## config.mk

```make
export PLATFORM = sky130hd
export DESIGN_NAME = i2c_target_flat
export DESIGN_NICKNAME = d
export VERILOG_FILES = /design/src/rtl/i2c_pkg.sv /design/src/rtl/i2c_target_if.sv /design/src/rtl/i2c_line_sync.sv /design/src/rtl/i2c_target.sv /design/src/flat_wrapper.sv
export SDC_FILE = /design/constraint.sdc
export NUM_CORES = 1
export LEC_CHECK = 0
export BUFFER_PORTS_ARGS = -buffer_cell sky130_fd_sc_hd__buf_2
export CORE_MARGIN = 5
export CORE_UTILIZATION = 30
export DETAILED_ROUTE_END_ITERATION = 7
export PLACE_DENSITY_LB_ADDON = 0.08
export SLEW_MARGIN = 30
export SYNTH_ARGS = -nofsm -noshare
export SYNTH_HDL_FRONTEND = slang
export SYNTH_SLANG_ARGS = --single-unit
export TNS_END_PERCENT = 50
```

## constraint.sdc

```tcl
create_clock -name CLK_100MHz -period 3.4 [get_ports CLK_100MHz]
set_input_delay 0.34 -clock CLK_100MHz [delete_from_list [all_inputs] [get_ports CLK_100MHz]]
set_output_delay 0.34 -clock CLK_100MHz [all_outputs]
set_load 0.005 [all_outputs]
```

## src/rtl/i2c_pkg.sv

```systemverilog
// -----------------------------------------------------------------------------
// i2c_pkg
// Definitions shared by the I2C target and the I2C master controller:
// protocol FSM state encoding, bit-counter width, R/W bit position and
// ACK/NACK bus levels.
// -----------------------------------------------------------------------------
package i2c_pkg;

    typedef enum logic [2:0] {
        ST_IDLE,
        ST_ADDR,
        ST_ADDR_ACK,
        ST_RX_DATA,
        ST_RX_ACK,
        ST_TX_DATA,
        ST_TX_ACK,
        ST_WAIT_STOP
    } i2c_state_t;

    // Bit counter runs 7 down to 0 within each byte.
    localparam int BIT_CNT_W = 3;
    typedef logic [BIT_CNT_W-1:0] bit_cnt_t;
    localparam bit_cnt_t BIT_MSB = bit_cnt_t'(7);

    // Position of the R/W flag in the address byte and its read value.
    localparam int   RW_BIT  = 0;
    localparam logic RW_READ = 1'b1;

    // SDA level in the ninth bit slot.
    localparam logic ACK  = 1'b0;
    localparam logic NACK = 1'b1;

endpackage

```

## src/rtl/i2c_target_if.sv

```systemverilog
// -----------------------------------------------------------------------------
// i2c_target_if
// Bundles the I2C pad signals and the host-side byte interface of the target.
//   I2C_SCL      bus clock from the pad
//   i2c_sda_in   SDA as read from the pad
//   i2c_sda_out  SDA output value (always 0, open-drain)
//   i2c_sda_oe   1 = pull SDA low, 0 = release
//   rx_data      last byte written by the bus master
//   rx_valid     one-cycle strobe, rx_data updated
//   rx_ready     host can accept a byte
//   tx_data      next byte to return on a read
//   tx_req       one-cycle strobe, host must present the next tx_data
//   busy         target addressed, between address match and STOP/NACK
// slave modport: the target itself. master modport: pads and host around it.
// -----------------------------------------------------------------------------
interface i2c_target_if;

    logic       I2C_SCL;
    logic       i2c_sda_in;
    logic       i2c_sda_out;
    logic       i2c_sda_oe;
    logic [7:0] rx_data;
    logic       rx_valid;
    logic       rx_ready;
    logic [7:0] tx_data;
    logic       tx_req;
    logic       busy;

    modport slave (
        input  I2C_SCL, i2c_sda_in, rx_ready, tx_data,
        output i2c_sda_out, i2c_sda_oe, rx_data, rx_valid, tx_req, busy
    );

    modport master (
        output I2C_SCL, i2c_sda_in, rx_ready, tx_data,
        input  i2c_sda_out, i2c_sda_oe, rx_data, rx_valid, tx_req, busy
    );

endinterface

```

## src/rtl/i2c_line_sync.sv

```systemverilog
// -----------------------------------------------------------------------------
// i2c_line_sync
// Synchronises asynchronous SCL/SDA into the clk domain and derives bus
// events. Each line passes SYNC_STAGES flops plus one history flop; events
// are registered, so a pin change shows up as an event SYNC_STAGES+1 cycles
// later.
//   clk, rst   system clock, synchronous active-high reset
//   scl_in     raw SCL
//   sda_in     raw SDA
//   scl_rise   one-cycle pulse on SCL 0->1
//   scl_fall   one-cycle pulse on SCL 1->0
//   start      one-cycle pulse on SDA 1->0 while SCL high
//   stop       one-cycle pulse on SDA 0->1 while SCL high
//   sda        synchronised SDA level, aligned with the event pulses
// -----------------------------------------------------------------------------
module i2c_line_sync #(
    parameter int SYNC_STAGES = 2
) (
    input  logic clk,
    input  logic rst,
    input  logic scl_in,
    input  logic sda_in,
    output logic scl_rise,
    output logic scl_fall,
    output logic start,
    output logic stop,
    output logic sda
);

    logic [SYNC_STAGES-1:0] scl_sync;
    logic [SYNC_STAGES-1:0] sda_sync;
    logic                   scl_d;
    logic                   sda_d;
    logic                   scl_s;
    logic                   sda_s;

    assign scl_s = scl_sync[SYNC_STAGES-1];
    assign sda_s = sda_sync[SYNC_STAGES-1];

    // NOTE: every flop in a clocked block uses <= so all of them sample the
    // pre-edge values; a blocking = here would collapse the synchroniser chain.
    always_ff @(posedge clk) begin
        if (rst) begin
            // An idle bus sits high; resetting to 1 avoids phantom edges.
            scl_sync <= '1;
            sda_sync <= '1;
            scl_d    <= 1'b1;
            sda_d    <= 1'b1;
            scl_rise <= 1'b0;
            scl_fall <= 1'b0;
            start    <= 1'b0;
            stop     <= 1'b0;
            sda      <= 1'b1;
        end else begin
            scl_sync <= {scl_sync[SYNC_STAGES-2:0], scl_in};
            sda_sync <= {sda_sync[SYNC_STAGES-2:0], sda_in};
            scl_d    <= scl_s;
            sda_d    <= sda_s;
            scl_rise <=  scl_s & ~scl_d;
            scl_fall <= ~scl_s &  scl_d;
            // SCL must be high on both samples so an SDA change that races
            // an SCL edge is not mistaken for START/STOP.
            start    <= scl_s & scl_d & ~sda_s &  sda_d;
            stop     <= scl_s & scl_d &  sda_s & ~sda_d;
            sda      <= sda_s;
        end
    end

endmodule

```

## src/rtl/i2c_target.sv

```systemverilog
// -----------------------------------------------------------------------------
// i2c_target
// I2C target responder. Matches a fixed 7-bit address, acknowledges it, then
// either hands received bytes to the host (rx_data/rx_valid, gated by
// rx_ready) or shifts out host-supplied bytes (tx_req/tx_data). SDA is driven
// open-drain: i2c_sda_out is tied low and i2c_sda_oe pulls the line.
//   CLK_100MHz  system clock (only clock)
//   rst         synchronous active-high reset
//   bus         i2c_target_if.slave: pad and host signals
// Parameters: ADDR (target address), SYNC_STAGES (input synchroniser depth).
// -----------------------------------------------------------------------------
module i2c_target
    import i2c_pkg::*;
#(
    parameter logic [6:0] ADDR        = 7'h42,
    parameter int         SYNC_STAGES = 2
) (
    input  logic          CLK_100MHz,
    input  logic          rst,
    i2c_target_if.slave   bus
);

    logic scl_rise;
    logic scl_fall;
    logic start;
    logic stop;
    logic sda;

    i2c_line_sync #(
        .SYNC_STAGES (SYNC_STAGES)
    ) u_line_sync (
        .clk      (CLK_100MHz),
        .rst      (rst),
        .scl_in   (bus.I2C_SCL),
        .sda_in   (bus.i2c_sda_in),
        .scl_rise (scl_rise),
        .scl_fall (scl_fall),
        .start    (start),
        .stop     (stop),
        .sda      (sda)
    );

    i2c_state_t state;
    bit_cnt_t   bit_cnt;
    logic [7:0] shift;
    logic       rw;
    logic       tx_load;   // next TX_DATA scl_fall starts a new byte
    logic       sda_oe;
    logic [7:0] rx_data;
    logic       rx_valid;
    logic       tx_req;
    logic       busy;

    assign bus.i2c_sda_out = 1'b0;
    assign bus.i2c_sda_oe  = sda_oe;
    assign bus.rx_data     = rx_data;
    assign bus.rx_valid    = rx_valid;
    assign bus.tx_req      = tx_req;
    assign bus.busy        = busy;

    always_ff @(posedge CLK_100MHz) begin
        if (rst) begin
            state    <= ST_IDLE;
            bit_cnt  <= BIT_MSB;
            shift    <= 8'h00;
            rw       <= 1'b0;
            tx_load  <= 1'b0;
            sda_oe   <= 1'b0;
            rx_data  <= 8'h00;
            rx_valid <= 1'b0;
            tx_req   <= 1'b0;
            busy     <= 1'b0;
        end else begin
            rx_valid <= 1'b0;
            tx_req   <= 1'b0;

            // Bus conditions override any bit event seen in the same cycle.
            if (stop) begin
                state  <= ST_IDLE;
                sda_oe <= 1'b0;
                busy   <= 1'b0;
            end else if (start) begin
                state   <= ST_ADDR;
                bit_cnt <= BIT_MSB;
                sda_oe  <= 1'b0;
                tx_load <= 1'b0;
            end else begin
                case (state)
                    ST_ADDR: begin
                        if (scl_rise) begin
                            shift <= {shift[6:0], sda};
                            if (bit_cnt == '0) begin
                                // shift[6:0] holds the address, sda is R/W.
                                if (shift[6:0] == ADDR) begin
                                    state <= ST_ADDR_ACK;
                                    rw    <= sda;
                                    busy  <= 1'b1;
                                end else begin
                                    state <= ST_WAIT_STOP;
                                    busy  <= 1'b0;
                                end
                            end else begin
                                bit_cnt <= bit_cnt - 1'b1;
                            end
                        end
                    end

                    // First fall opens the ACK slot (and asks the host for
                    // the first read byte so it has a whole bit period);
                    // second fall closes it and starts the data phase.
                    ST_ADDR_ACK: begin
                        if (scl_fall) begin
                            if (!sda_oe) begin
                                sda_oe <= 1'b1;
                                tx_req <= (rw == RW_READ);
                            end else if (rw == RW_READ) begin
                                shift   <= bus.tx_data;
                                sda_oe  <= ~bus.tx_data[7];
                                bit_cnt <= BIT_MSB;
                                state   <= ST_TX_DATA;
                            end else begin
                                sda_oe  <= 1'b0;
                                bit_cnt <= BIT_MSB;
                                state   <= ST_RX_DATA;
                            end
                        end
                    end

                    ST_RX_DATA: begin
                        if (scl_rise) begin
                            shift <= {shift[6:0], sda};
                            if (bit_cnt == '0) begin
                                if (bus.rx_ready) begin
                                    rx_data  <= {shift[6:0], sda};
                                    rx_valid <= 1'b1;
                                    state    <= ST_RX_ACK;
                                end else begin
                                    // Leave SDA released: the master sees NACK.
                                    state <= ST_WAIT_STOP;
                                    busy  <= 1'b0;
                                end
                            end else begin
                                bit_cnt <= bit_cnt - 1'b1;
                            end
                        end
                    end

                    ST_RX_ACK: begin
                        if (scl_fall) begin
                            if (!sda_oe) begin
                                sda_oe <= 1'b1;
                            end else begin
                                sda_oe  <= 1'b0;
                                bit_cnt <= BIT_MSB;
                                state   <= ST_RX_DATA;
                            end
                        end
                    end

                    // bit_cnt names the bit currently on the bus; each fall
                    // moves to the next one, and the fall after bit 0 releases
                    // SDA for the master's ACK.
                    ST_TX_DATA: begin
                        if (scl_fall) begin
                            if (tx_load) begin
                                shift   <= bus.tx_data;
                                sda_oe  <= ~bus.tx_data[7];
                                bit_cnt <= BIT_MSB;
                                tx_load <= 1'b0;
                            end else if (bit_cnt == '0) begin
                                sda_oe <= 1'b0;
                                state  <= ST_TX_ACK;
                            end else begin
                                sda_oe  <= ~shift[bit_cnt - 1'b1];
                                bit_cnt <= bit_cnt - 1'b1;
                            end
                        end
                    end

                    ST_TX_ACK: begin
                        if (scl_rise) begin
                            if (sda == ACK) begin
                                tx_req  <= 1'b1;
                                tx_load <= 1'b1;
                                bit_cnt <= BIT_MSB;
                                state   <= ST_TX_DATA;
                            end else begin
                                state <= ST_WAIT_STOP;
                                busy  <= 1'b0;
                            end
                        end
                    end

                    ST_IDLE, ST_WAIT_STOP: begin
                        sda_oe <= 1'b0;
                        busy   <= 1'b0;
                    end

                    default: begin
                        state  <= ST_IDLE;
                        sda_oe <= 1'b0;
                        busy   <= 1'b0;
                    end
                endcase
            end
        end
    end

endmodule

```

## src/flat_wrapper.sv

```systemverilog
// flat-port wrapper written by rule: the top's interface ports become plain ports
module i2c_target_flat import i2c_pkg::*;
#(
    parameter logic [6:0] ADDR        = 7'h42,
    parameter int         SYNC_STAGES = 2
)
  (CLK_100MHz, rst, bus_I2C_SCL, bus_i2c_sda_in, bus_rx_ready, bus_tx_data, bus_i2c_sda_out, bus_i2c_sda_oe, bus_rx_data, bus_rx_valid, bus_tx_req, bus_busy);
  i2c_target_if bus_i ();
  input  logic CLK_100MHz;
  input  logic rst;
  input wire logic [$bits(bus_i.I2C_SCL)-1:0] bus_I2C_SCL;
  input wire logic [$bits(bus_i.i2c_sda_in)-1:0] bus_i2c_sda_in;
  input wire logic [$bits(bus_i.rx_ready)-1:0] bus_rx_ready;
  input wire logic [$bits(bus_i.tx_data)-1:0] bus_tx_data;
  output wire logic [$bits(bus_i.i2c_sda_out)-1:0] bus_i2c_sda_out;
  output wire logic [$bits(bus_i.i2c_sda_oe)-1:0] bus_i2c_sda_oe;
  output wire logic [$bits(bus_i.rx_data)-1:0] bus_rx_data;
  output wire logic [$bits(bus_i.rx_valid)-1:0] bus_rx_valid;
  output wire logic [$bits(bus_i.tx_req)-1:0] bus_tx_req;
  output wire logic [$bits(bus_i.busy)-1:0] bus_busy;
  assign bus_i.I2C_SCL = bus_I2C_SCL;
  assign bus_i.i2c_sda_in = bus_i2c_sda_in;
  assign bus_i.rx_ready = bus_rx_ready;
  assign bus_i.tx_data = bus_tx_data;
  assign bus_i2c_sda_out = bus_i.i2c_sda_out;
  assign bus_i2c_sda_oe = bus_i.i2c_sda_oe;
  assign bus_rx_data = bus_i.rx_data;
  assign bus_rx_valid = bus_i.rx_valid;
  assign bus_tx_req = bus_i.tx_req;
  assign bus_busy = bus_i.busy;
  i2c_target #(.ADDR(ADDR), .SYNC_STAGES(SYNC_STAGES)) u_core (.CLK_100MHz(CLK_100MHz), .rst(rst), .bus(bus_i));
endmodule
```

Word level (Yosys, flattened, before mapping)
Index checks and enable logic that the tools add are counted.
{"block": "classes", "n_addsub": 1, "n_reduce_logical": 24, "eq_ne": 41, "n_bitwise": 18, "order_cmp": 1, "n_mux": 66}
{"op": "$mux 3", "n": 23}
{"op": "$mux 8", "n": 6}
{"op": "$mux 1", "n": 27}
{"op": "$reduce_and 13->1", "n": 2}
{"op": "$ne 3x3->1 const B", "n": 8}
{"op": "$pmux 8 s3", "n": 1}
{"op": "$ne 2x2->1 const B", "n": 9}
{"op": "$pmux 3 s6", "n": 1}
{"op": "$reduce_and 9->1", "n": 2}
{"op": "$ne 2x1->1 const B", "n": 8}
{"op": "$ne 3x2->1 const B", "n": 5}
{"op": "$eq 3x3->1 const B", "n": 4}
{"op": "$pmux 3 s4", "n": 1}
{"op": "$reduce_and 6->1", "n": 2}
{"op": "$not 1->1", "n": 11}
{"op": "$ne 3x1->1 const B", "n": 3}
{"op": "$pmux 1 s4", "n": 2}
{"op": "$reduce_and 8->1", "n": 1}
{"op": "$reduce_bool 4->1", "n": 2}
{"op": "$reduce_or 2->1", "n": 4}
{"op": "$and 1x1->1", "n": 7}
{"op": "$eq 7x7->1 const B", "n": 1}
{"op": "$reduce_bool 7->1", "n": 1}
{"op": "$eq 3x2->1 const B", "n": 2}
{"op": "14 further kinds", "n": 18}
{"block": "word_totals", "word_cells": 170, "ff_bits": 38, "out_inout_bits": 13, "inputBits": 13}

Depth between registers and ports, before layout
Gate-level depths: netlist of the first run.
{"block": "depth", "ltp_word": 8, "mapped_depth": 8, "ltp_nobuf": 7}

Hierarchy
Synthesis of the first run repeated with hierarchy kept, for this count alone.
{"block": "hier_totals", "cells_unflattened": 228, "hier_area_um2": 2204.6}
{"mod": "i2c_target", "area_each_um2": 1904.3, "cells_each": 206, "n_inst": 1, "seq_area_each_um2": 560.5}
{"mod": "i2c_line_sync", "area_each_um2": 300.3, "cells_each": 22, "n_inst": 1, "seq_area_each_um2": 200.2}

Least setup slack after synthesis of the first run
OpenSTA, ideal clock, no wires.
{"block": "synth_path", "path_kind": "reg-to-reg", "startpoint": "register u_core.bit_cnt[0]", "endpoint": "register u_core.state[0]", "setup_ns": 0.112, "path_slack_ns": 1.645, "stages_incl_launch_ff": 8, "n_path_buf": 0, "period_less_slack_ns": 1.755, "t_required_ns": 3.288, "arrival_time_ns": 1.643, "path_cell_list": "dfxtp_1 -> inv_1 -> ha_1 -> nor2b_1 -> and3_1 -> o221ai_2 -> a2111oi_0 -> a2111oi_1"}
{"block": "synth_via", "elab_chain_len": 3, "word_cells_on_any_way": 5, "classes_between": "3 x eq/ne; 2 x reduce/logical"}
{"element": "start: declaration", "line": "i2c_target.sv:44", "text": "bit_cnt_t bit_cnt;"}
{"element": "start signal: assignment", "line": "i2c_target.sv:103", "text": "bit_cnt <= bit_cnt - 1'b1;"}
{"element": "start signal: assignment", "line": "i2c_target.sv:143", "text": "bit_cnt <= bit_cnt - 1'b1;"}
{"element": "start signal: assignment", "line": "i2c_target.sv:175", "text": "bit_cnt <= bit_cnt - 1'b1;"}
{"element": "$logic_not 3->1 (*)", "line": "i2c_target.sv:92, i2c_target.sv:132, i2c_target.sv:170"}
{"element": "$ne 3x2->1 (no source line)"}
{"element": "$reduce_and 13->1 (no source line) (*)"}
{"element": "end signal: assignment", "line": "i2c_target.sv:95", "text": "state <= ST_ADDR_ACK;"}
{"element": "end signal: assignment", "line": "i2c_target.sv:136", "text": "state <= ST_RX_ACK;"}
{"element": "end signal: assignment", "line": "i2c_target.sv:172", "text": "state <= ST_TX_ACK;"}
{"element": "end: declaration", "line": "i2c_target.sv:43", "text": "i2c_state_t state;"}
Mark *: on every way between the ends. The rest lies on a longest branch, timed or not.
A chain may end at the register's enable or synchronous reset.

Final worst setup path of the first run
{"block": "layout_path", "startpoint": "register u_core.state[2]", "endpoint": "register u_core.rx_data[3], in the netlist u_core.bus.rx_data[3]"}
{"block": "layout_via", "elab_chain_len": 2}
{"element": "start signal: assignment", "line": "i2c_target.sv:63", "text": "state <= ST_IDLE;"}
{"element": "start signal: assignment", "line": "i2c_target.sv:79", "text": "state <= ST_IDLE;"}
{"element": "start signal: assignment", "line": "i2c_target.sv:83", "text": "state <= ST_ADDR;"}
{"element": "$eq 3x2->1", "line": "i2c_target.sv:88", "text": "case (state)"}
{"element": "$reduce_and 6->1 (no source line)"}
{"element": "end signal: assignment", "line": "i2c_target.sv:134", "text": "rx_data <= {shift[6:0], sda};"}
{"element": "end: declaration", "line": "i2c_target.sv:49", "text": "logic [7:0] rx_data;"}
No other way between the ends.

==> results, run 1 <==
- In the synthesized netlist, mux cells make up 11.6% of the area.
- The number of antenna diodes in the final layout is 0.
- In the final layout, the multi-input gates occupy 0.00119 sq mm.
- Measured along the y axis, the die boundary spans 93.8 microns.
- The clock reaches the later pin of the worst-skew pair after 290 ps.
- In this run the static leakage power is 0.900 nW.
- The synthesized design spends more area on one cell type than any other, namely dfxtp_1.
- Of the cells placed in the final design, the portion with a size suffix greater than 1 is 21.4%.
- The clock period minus worst slack is 2150 ps.
- The clock slew at the register clock pins of the worst setup and hold paths is 80 ps.
- The number of top-level pins is 26.
- The total length of routed wires is 5.34 mm.
- Before CTS, the worst setup slack after placement is 1260 ps.
- Once the floorplan was initialized, standard cells occupied 30.9% of the core.
- The number of input and output port buffers inserted is 24.
- The area fraction in compound gates after synthesis is 20.4%.
- Setup repair after global routing left no endpoint under its margin.
- The maximum number of pins on one net before global-route repair is 36.
- In the post-synthesis netlist, the biggest area contributors are dfxtp_1, mux2i_1, nor2_1.
- For this design, the sink count on the clock tree is 38.
- The cell at the slowest stage of the critical path is and3_1.
- The synthesized netlist net count is 243.
- The synthesized area divided by synthesized cell count is 9.25 sq um.
- The maximum clock frequency is 465 MHz.
- The flow ran to the end, and the final reports show no timing, DRC or antenna violations.
- The data arrival time at the worst-slack endpoint is 2310 ps.
- The TritonCTS buffer count is 5.
- The netlist area before placement is 0.00211 sq mm.
- The total buffers and inverters traversed by the critical path is 0.
- The core region is 0.00683 sq mm.
- The floorplan has 30 rows.
- The clock tree from TritonCTS is yes.
- Synthesis instantiated 59 different standard cells from the library.
- The synthesized netlist devotes 1.25% of its cell area to XOR and XNOR gates.
- The share of synthesized area in the top cell type comes to 36.1%.
- The final net count is 257.
- The die boundary width is 93.8 microns.
- The clock passes through at most 2 buffers.
- In this design, the stage delay of the slowest critical-path cell is 520 ps.
- After the first detailed-routing iteration, the DRC count stood at 76.
- The number of remaining DRC errors is 0.
- The critical path is of the register to register type.
- Synthesis handed over a netlist of 228 instances.
- The register cell area after layout is 761 sq um.
- The leading register cell type out of synthesis is dfxtp_1.
- Summing the areas of all and, or, nand and nor instances in the mapped netlist gives 21.2% of the synthesized area.
- The critical path's top delay family is simple AND/OR/NAND/NOR gates.
- The detail route stage leaves a number of antenna-violating nets equal to 0.
- The overall via count from detail_route is 1708.
- Post-CTS repair changed the size of 0 cells.
- Yosys printed 0 warnings.
- Of the synthesized area, sequential elements account for 36.1%.
- Across the run, the number of max-cap violations was 0.
- Compared with the post-synthesis result, the final layout area differs by 10.5%.
- The final number of max-transition violations is 0.
- IR analysis of the VDD net gives a maximum drop of 0.000179 V.
- The dominant combinational cell family by area after synthesis is simple AND/OR/NAND/NOR gates.
- Across all setup checks in the final design, the least slack found is 1250 ps.
- The H-tree generated during clock tree synthesis spans 2 levels.
- The placed wire-length estimate after detailed placement is 3.70 mm.
- The first global-routing pass estimated 8.71 mm of wire.
- At the pin with the least slew margin, the transition time is 636 ps.
- After global routing the overflow that remains totals 0.
- In this run the tightest slew margin relative to its limit is 57.6%.
- The share of flip-flops with an asynchronous set or reset after synthesis is 0%.
- Walking the worst path, the cells encountered are nand2b_1 -> nor4_2 -> and3_1 -> mux2i_1 -> nor2_1.
- The number of storage elements in the synthesis netlist is 38.
- The buffer type at the clock tree root is clkbuf_8.
- Along the worst path, the maximum fanout reaches 11.
- The number of setup violations in the final report is 0.
- After filler insertion, the fill cell instance count of the layout stands at 754.
- The number of hold-repair buffers added at the cts stage is 0.
- Power spread over the standard cell area amounts to 373 mW/mm^2.
- The count of endpoints failing hold in the final timing report was 0.
- The worst setup path is launched from a register.
- The portion of the clock cycle consumed by the worst path in the final layout is 63.2%.
- For this run, the total global-route usage over all layers was measured as 12.8%.
- In this run, synthesis inferred 0 flip-flops with an integrated enable.
- The number of global-route vias before repair is 1621.
- The tightest min-delay check is of the input port to register type.
- The post-synthesis adder-cell area fraction is 1.66%.
- The final weighted congestion in routability-driven placement is 0.798.
- Setup total negative slack on the finished layout was measured at 0 ps.
- The initial antenna violation count came to 0.
- Between clock sinks in the finished design, the worst skew comes to 2.59 ps.
- The wire length per cell is 15.7 microns.
- The first detailed-routing pass took 4 iterations.
- The completed layout was analyzed and its total power is 0.870 mW.
- In this run the post-CTS setup repair buffer count came out at 0.
- For the worst setup path, the data required time is 3560 ps.
- Hold is met by 224 ps.
- The endpoint kind of the worst setup timing path is a register.
- The floorplan die area is 0.00880 sq mm.
- Dividing the detail-routed via count by the number of cells gives 5.04.
## placed cells by master, fill, tap and decap left out, types with 6 or more instances in the layout
cell,instances
buf_2,24
or2_2,6
nor2_1,25
a21oi_1,13
nand2_1,7
clkbuf_8,6
a311oi_1,9
dfxtp_1,38
mux2i_1,20
nor2b_1,6
nor3b_1,6
## cell usage after synthesis, types with 3 or more instances
cell	n
a21oi_1	13
a311oi_1	9
a31oi_1	3
buf_2	4
buf_4	5
buf_6	5
clkbuf_1	6
dfxtp_1	38
inv_1	5
mux2i_1	20
nand2_1	7
nand2b_1	5
nand3_1	5
nand3b_1	4
nor2_1	25
nor2b_1	6
nor3_1	4
nor3b_1	6
o21ai_0	4
or2_2	6
## flip-flops by register name, summed over array words and instances (netlist names), 2 cells and up
signal / cells
u_core.u_line_sync.scl_sync: 2
u_core.shift: 8
u_core.bus.rx_data: 8
u_core.bit_cnt: 3
u_core.u_line_sync.sda_sync: 2
u_core.state: 3
## metal layers
layer | up-vias | GRT usage [%] | wire (microns)
met1 | 811 | 17.9 | 2760
met3 | 7 | 3.13 | 221
met5 | - | 0 | 0
met2 | 28 | 19.1 | 2290
met4 | 0 | 4.21 | 66
li1 | 862 | - | -
## cell families after synthesis
logic type	Yosys count
AND/OR/NAND/NOR	79
AO/OA/AOI/OAI	56
flip-flops	38
buffers and inverters	26
multiplexers	22
adder cells (fa/ha/maj)	3
XOR/XNOR	3
other	1
## stage by stage
stage | cell area (sq um) | util [%] | instances
global placement | 2230 | 32.7 | 331
CTS | 2330 | 34.1 | 339
floorplan | 2110 | - | 228
detailed placement | 2230 | 32.7 | 331
finish | 2330 | 34.1 | 339
global route | 2330 | 34.1 | 339
## path summary, 6_finish.rpt
path                                        from                              to  slack, ps  depth (start not counted)
setup / recovery                 u_core.state[2]           u_core.bus.rx_data[3]       1250                          5
hold / removal                    bus_i2c_sda_in  u_core.u_line_sync.sda_sync[0]        220                          2
setup reg to reg                 u_core.state[2]           u_core.bus.rx_data[3]       1250                          5
hold reg to reg   u_core.u_line_sync.scl_sync[0]  u_core.u_line_sync.scl_sync[1]        410                          1
## where the power goes
| group | internal, mW | switching (mW) | leakage [nW] |
|---|---|---|---|
| Combinational | 0.0295 | 0.0356 | 0.544 |
| Clock | 0.163 | 0.174 | 0.0472 |
| Sequential | 0.454 | 0.0134 | 0.308 |
| Total | 0.647 | 0.223 | 0.900 |
## final cells by class
type / count / area share [%]
timing repair buffer: 27 / 6.12
tap: 96 / 5.16
clock buffer: 6 / 3.54
multi-input combinational: 164 / 51.0
inverter: 6 / 0.967
sequential: 38 / 32.7
clock inverter: 2 / 0.537
(Power assumes the default switching activity.)
==> inputs of run 2 (changes only) <==
Clock period 3.4 ns to 2.2 ns, I/O delays scaled along.
==> run 2 against run 1 <==
  * Clock skew up 4.3 ps
  * Non-clock buffer count up 10
  * Sequential cell count unchanged
  * Fmax up 9.6%
  * Combinational power up 69%
  * Routed wire length up 0.22%
  * Register-to-register slack worse by 1000 ps
  * Power up 55%
  * Die area unchanged
  * Highest routed layer unchanged
==> results, run 2 (synthesized netlist as in run 1, its figures left out) <==
- The total power per unit cell area is 559 mW/mm^2.
- Data on the critical path arrives at its endpoint at 2120 ps.
- The worst setup path is captured at a register.
- The die boundary width is 93.8 microns.
- The maximum number of buffers from clock root to sink is 2.
- The final antenna-violating net count is 0.
- Summing all non-filler instances in the final layout gives an area of 0.00241 sq mm.
- The kind of critical path is register to register.
- The cell at the slowest stage of the critical path is a2111oi_0.
- The final number of max-transition violations was 0.
- The critical hold path startpoint is bus_i2c_sda_in.
- The core region is 0.00683 sq mm.
- The number of global-route vias before repair is 1719.
- Across all layers, the routed design uses 1751 vias.
- The number of cells after detailed placement is 341.
- The maximum clock frequency is 510 MHz.
- Entering global routing, the biggest net connects 35 pins.
- The overall power after layout is 1.35 mW.
- The area of placed instances is 0.00231 sq mm.
- The portion of the clock cycle consumed by the worst path in the final layout is 89.1%.
- The endpoint of the lowest-slack register-to-register path is u_core.state[0].
- For this run, the post-layout net count is 267.
- At the worst endpoint, the required time is 2360 ps.
- Across all register-to-register paths, the minimum setup slack is 240 ps.
- The top cell types in the final layout, fill and taps aside, are dfxtp_1, nor2_1, buf_2, mux2i_1.
- CTS saw 38 sinks.
- The flow ran to the end, and the final reports show no timing, DRC or antenna violations.
- In the final layout, the registers with the most flip-flops are u_core.bus.rx_data x8, u_core.shift x8.
- After detailed routing, the number of remaining DRC violations is 0.
- The height of the chip is 93.8 microns.
- The total length of routed wires is 5.35 mm.
- Setup repair after global routing left no endpoint under its margin.
- Clock-pin slew was measured on the worst setup and hold paths at 80 ps.
- The detailed router finished its first iteration with 91 violations.
- The congestion estimate from routability-driven global placement came to 0.819.
- Leaving out fill and tap cells, the most frequent cell in the layout is dfxtp_1.
- The count of inserted antenna diode cells is 0.
- Across the run, the number of max-cap violations was 0.
- TritonCTS built the clock tree.
- The initial antenna violation count was 0.
- Cells with a size suffix above 1 make up 24.9% of the layout.
- For the worst-skew pair, the clock arrives at the later sink with an insertion delay of 280 ps.
- After layout, the minimum clock period comes to 1960 ps.
- The count of endpoints failing hold in the final timing report is 0.
- In this run the worst hold path is classified as input port to register.
- The overall track demand over capacity in global routing is 12.7%.
- The worst pin sits at a relative slew slack of 62.0%.
- The die covers 0.00880 sq mm.
- In this run, CTS created clock tree buffers numbering 5.
- Walking the worst path, the cells encountered are inv_1 -> ha_1 -> nor2b_1 -> and3_1 -> o221ai_2 -> a2111oi_0 -> a2111oi_1.
- Between clock sinks in the finished design, the worst skew comes to 6.93 ps.
- The number of iterations in the first detailed-routing pass is 6.
- The transition time of the tightest slew-check pin is 570 ps.
- STA classifies the critical path startpoint as a register.
- The tree is rooted in a clkbuf_8.
- The length in cells of the worst reg-to-reg path is 7.
- The worst-case hold slack is 114 ps.
- Summed over all failing endpoints, the final setup total negative slack is 0 ps.
- The H-tree was split into 2 levels.
- The delay of the slowest cell on the worst path is 400 ps.
- 26 I/O pins were placed.
- The placed wire-length estimate after detailed placement is 3.82 mm.
- The number of setup violations in the final report is 0.
- After the flow finishes, the layout carries non-filler instances totaling 349.
- The number of hold buffers added after CTS was 0.
- The total leakage power is 0.952 nW.
- The cell count of the worst hold path is 2.
- Buffers placed on the I/O ports in this run total 24.
- The floorplan has 30 rows.
- The end of the worst hold path is u_core.u_line_sync.sda_sync[0].
- For this configuration, the core starts out at a cell density of 30.9%.
- The first global-routing pass estimated 8.86 mm of wire.
- VDD sags by at most 0.000388 V.
- The wire length per cell is 15.3 microns.
- Of all nets on the critical path, the largest fanout is 5.
- The worst register-to-register path begins at u_core.bit_cnt[0].
- The layout-stage area growth over the synthesis result is 14.1%.
- The routed via count divided by cell count is 5.02.
- The aggregate global routing overflow is 0.
-- run 2: routing by layer --
layer	global-route usage [%]	share of wire, %	wire [microns]	up-vias
li1	-	-	-	879
met1	17.8	52	2790	837
met2	19.6	44	2330	31
met3	2.64	3.3	177	4
met4	3.61	0.95	51	0
met5	0	0	0	-
-- run 2: per-stage QoR --
stage,setup slack (ps),util [%]
floorplan,445,-
global placement,182,33.8
detailed placement,193,33.8
CTS,171,35.2
global route,39.2,35.2
finish,239,35.2
-- run 2: worst max path at each step --
| stage | from | endpoint | slack (ps) | cells past startpoint |
|---|---|---|---|---|
| 6_report | u_core.bit_cnt[0] | u_core.state[0] | 240 | 7 |
| 5_1_grt | u_core.bit_cnt[0] | u_core.state[0] | 40 | 7 |
| 4_1_cts | u_core.bit_cnt[0] | u_core.state[0] | 170 | 7 |
| 3_5_place_dp | u_core.bit_cnt[0] | u_core.state[0] | 190 | 7 |
| 3_3_place_gp | u_core.bit_cnt[0] | u_core.state[0] | 180 | 7 |
| 2_1_floorplan | u_core.bit_cnt[0] | u_core.state[0] | 450 | 7 |
-- run 2: critical path: cells and delay by family (launching register included) --
family	cells	cell delay (ps)
AO/OA/AOI/OAI	3	660
adder cells (fa/ha/maj)	1	180
buffers and inverters	1	80
flip-flops	1	350
AND/OR/NAND/NOR	2	550
-- run 2: timing repair --
| action | in CTS | in global routing |
|---|---|---|
| endpoints found under the setup margin | 0 | 1 |
| setup buffers | 0 | 0 |
| gates resized for setup | 0 | 1 |
-- run 2: area by class of cell --
class                      count  area (sq um)
fill                         745          4430
multi-input combinational    164          1190
sequential                    38           762
timing repair buffer          37           218
tap                           96           120
clock buffer                   6          82.6
inverter                       6          22.5
clock inverter                 2          12.5
-- run 2: power by group --
part,switching (mW),internal (mW),total [mW]
combinational,0.0595,0.0507,0.110
sequential,0.0170,0.702,0.719
clock,0.263,0.252,0.516
total,0.340,1.01,1.35
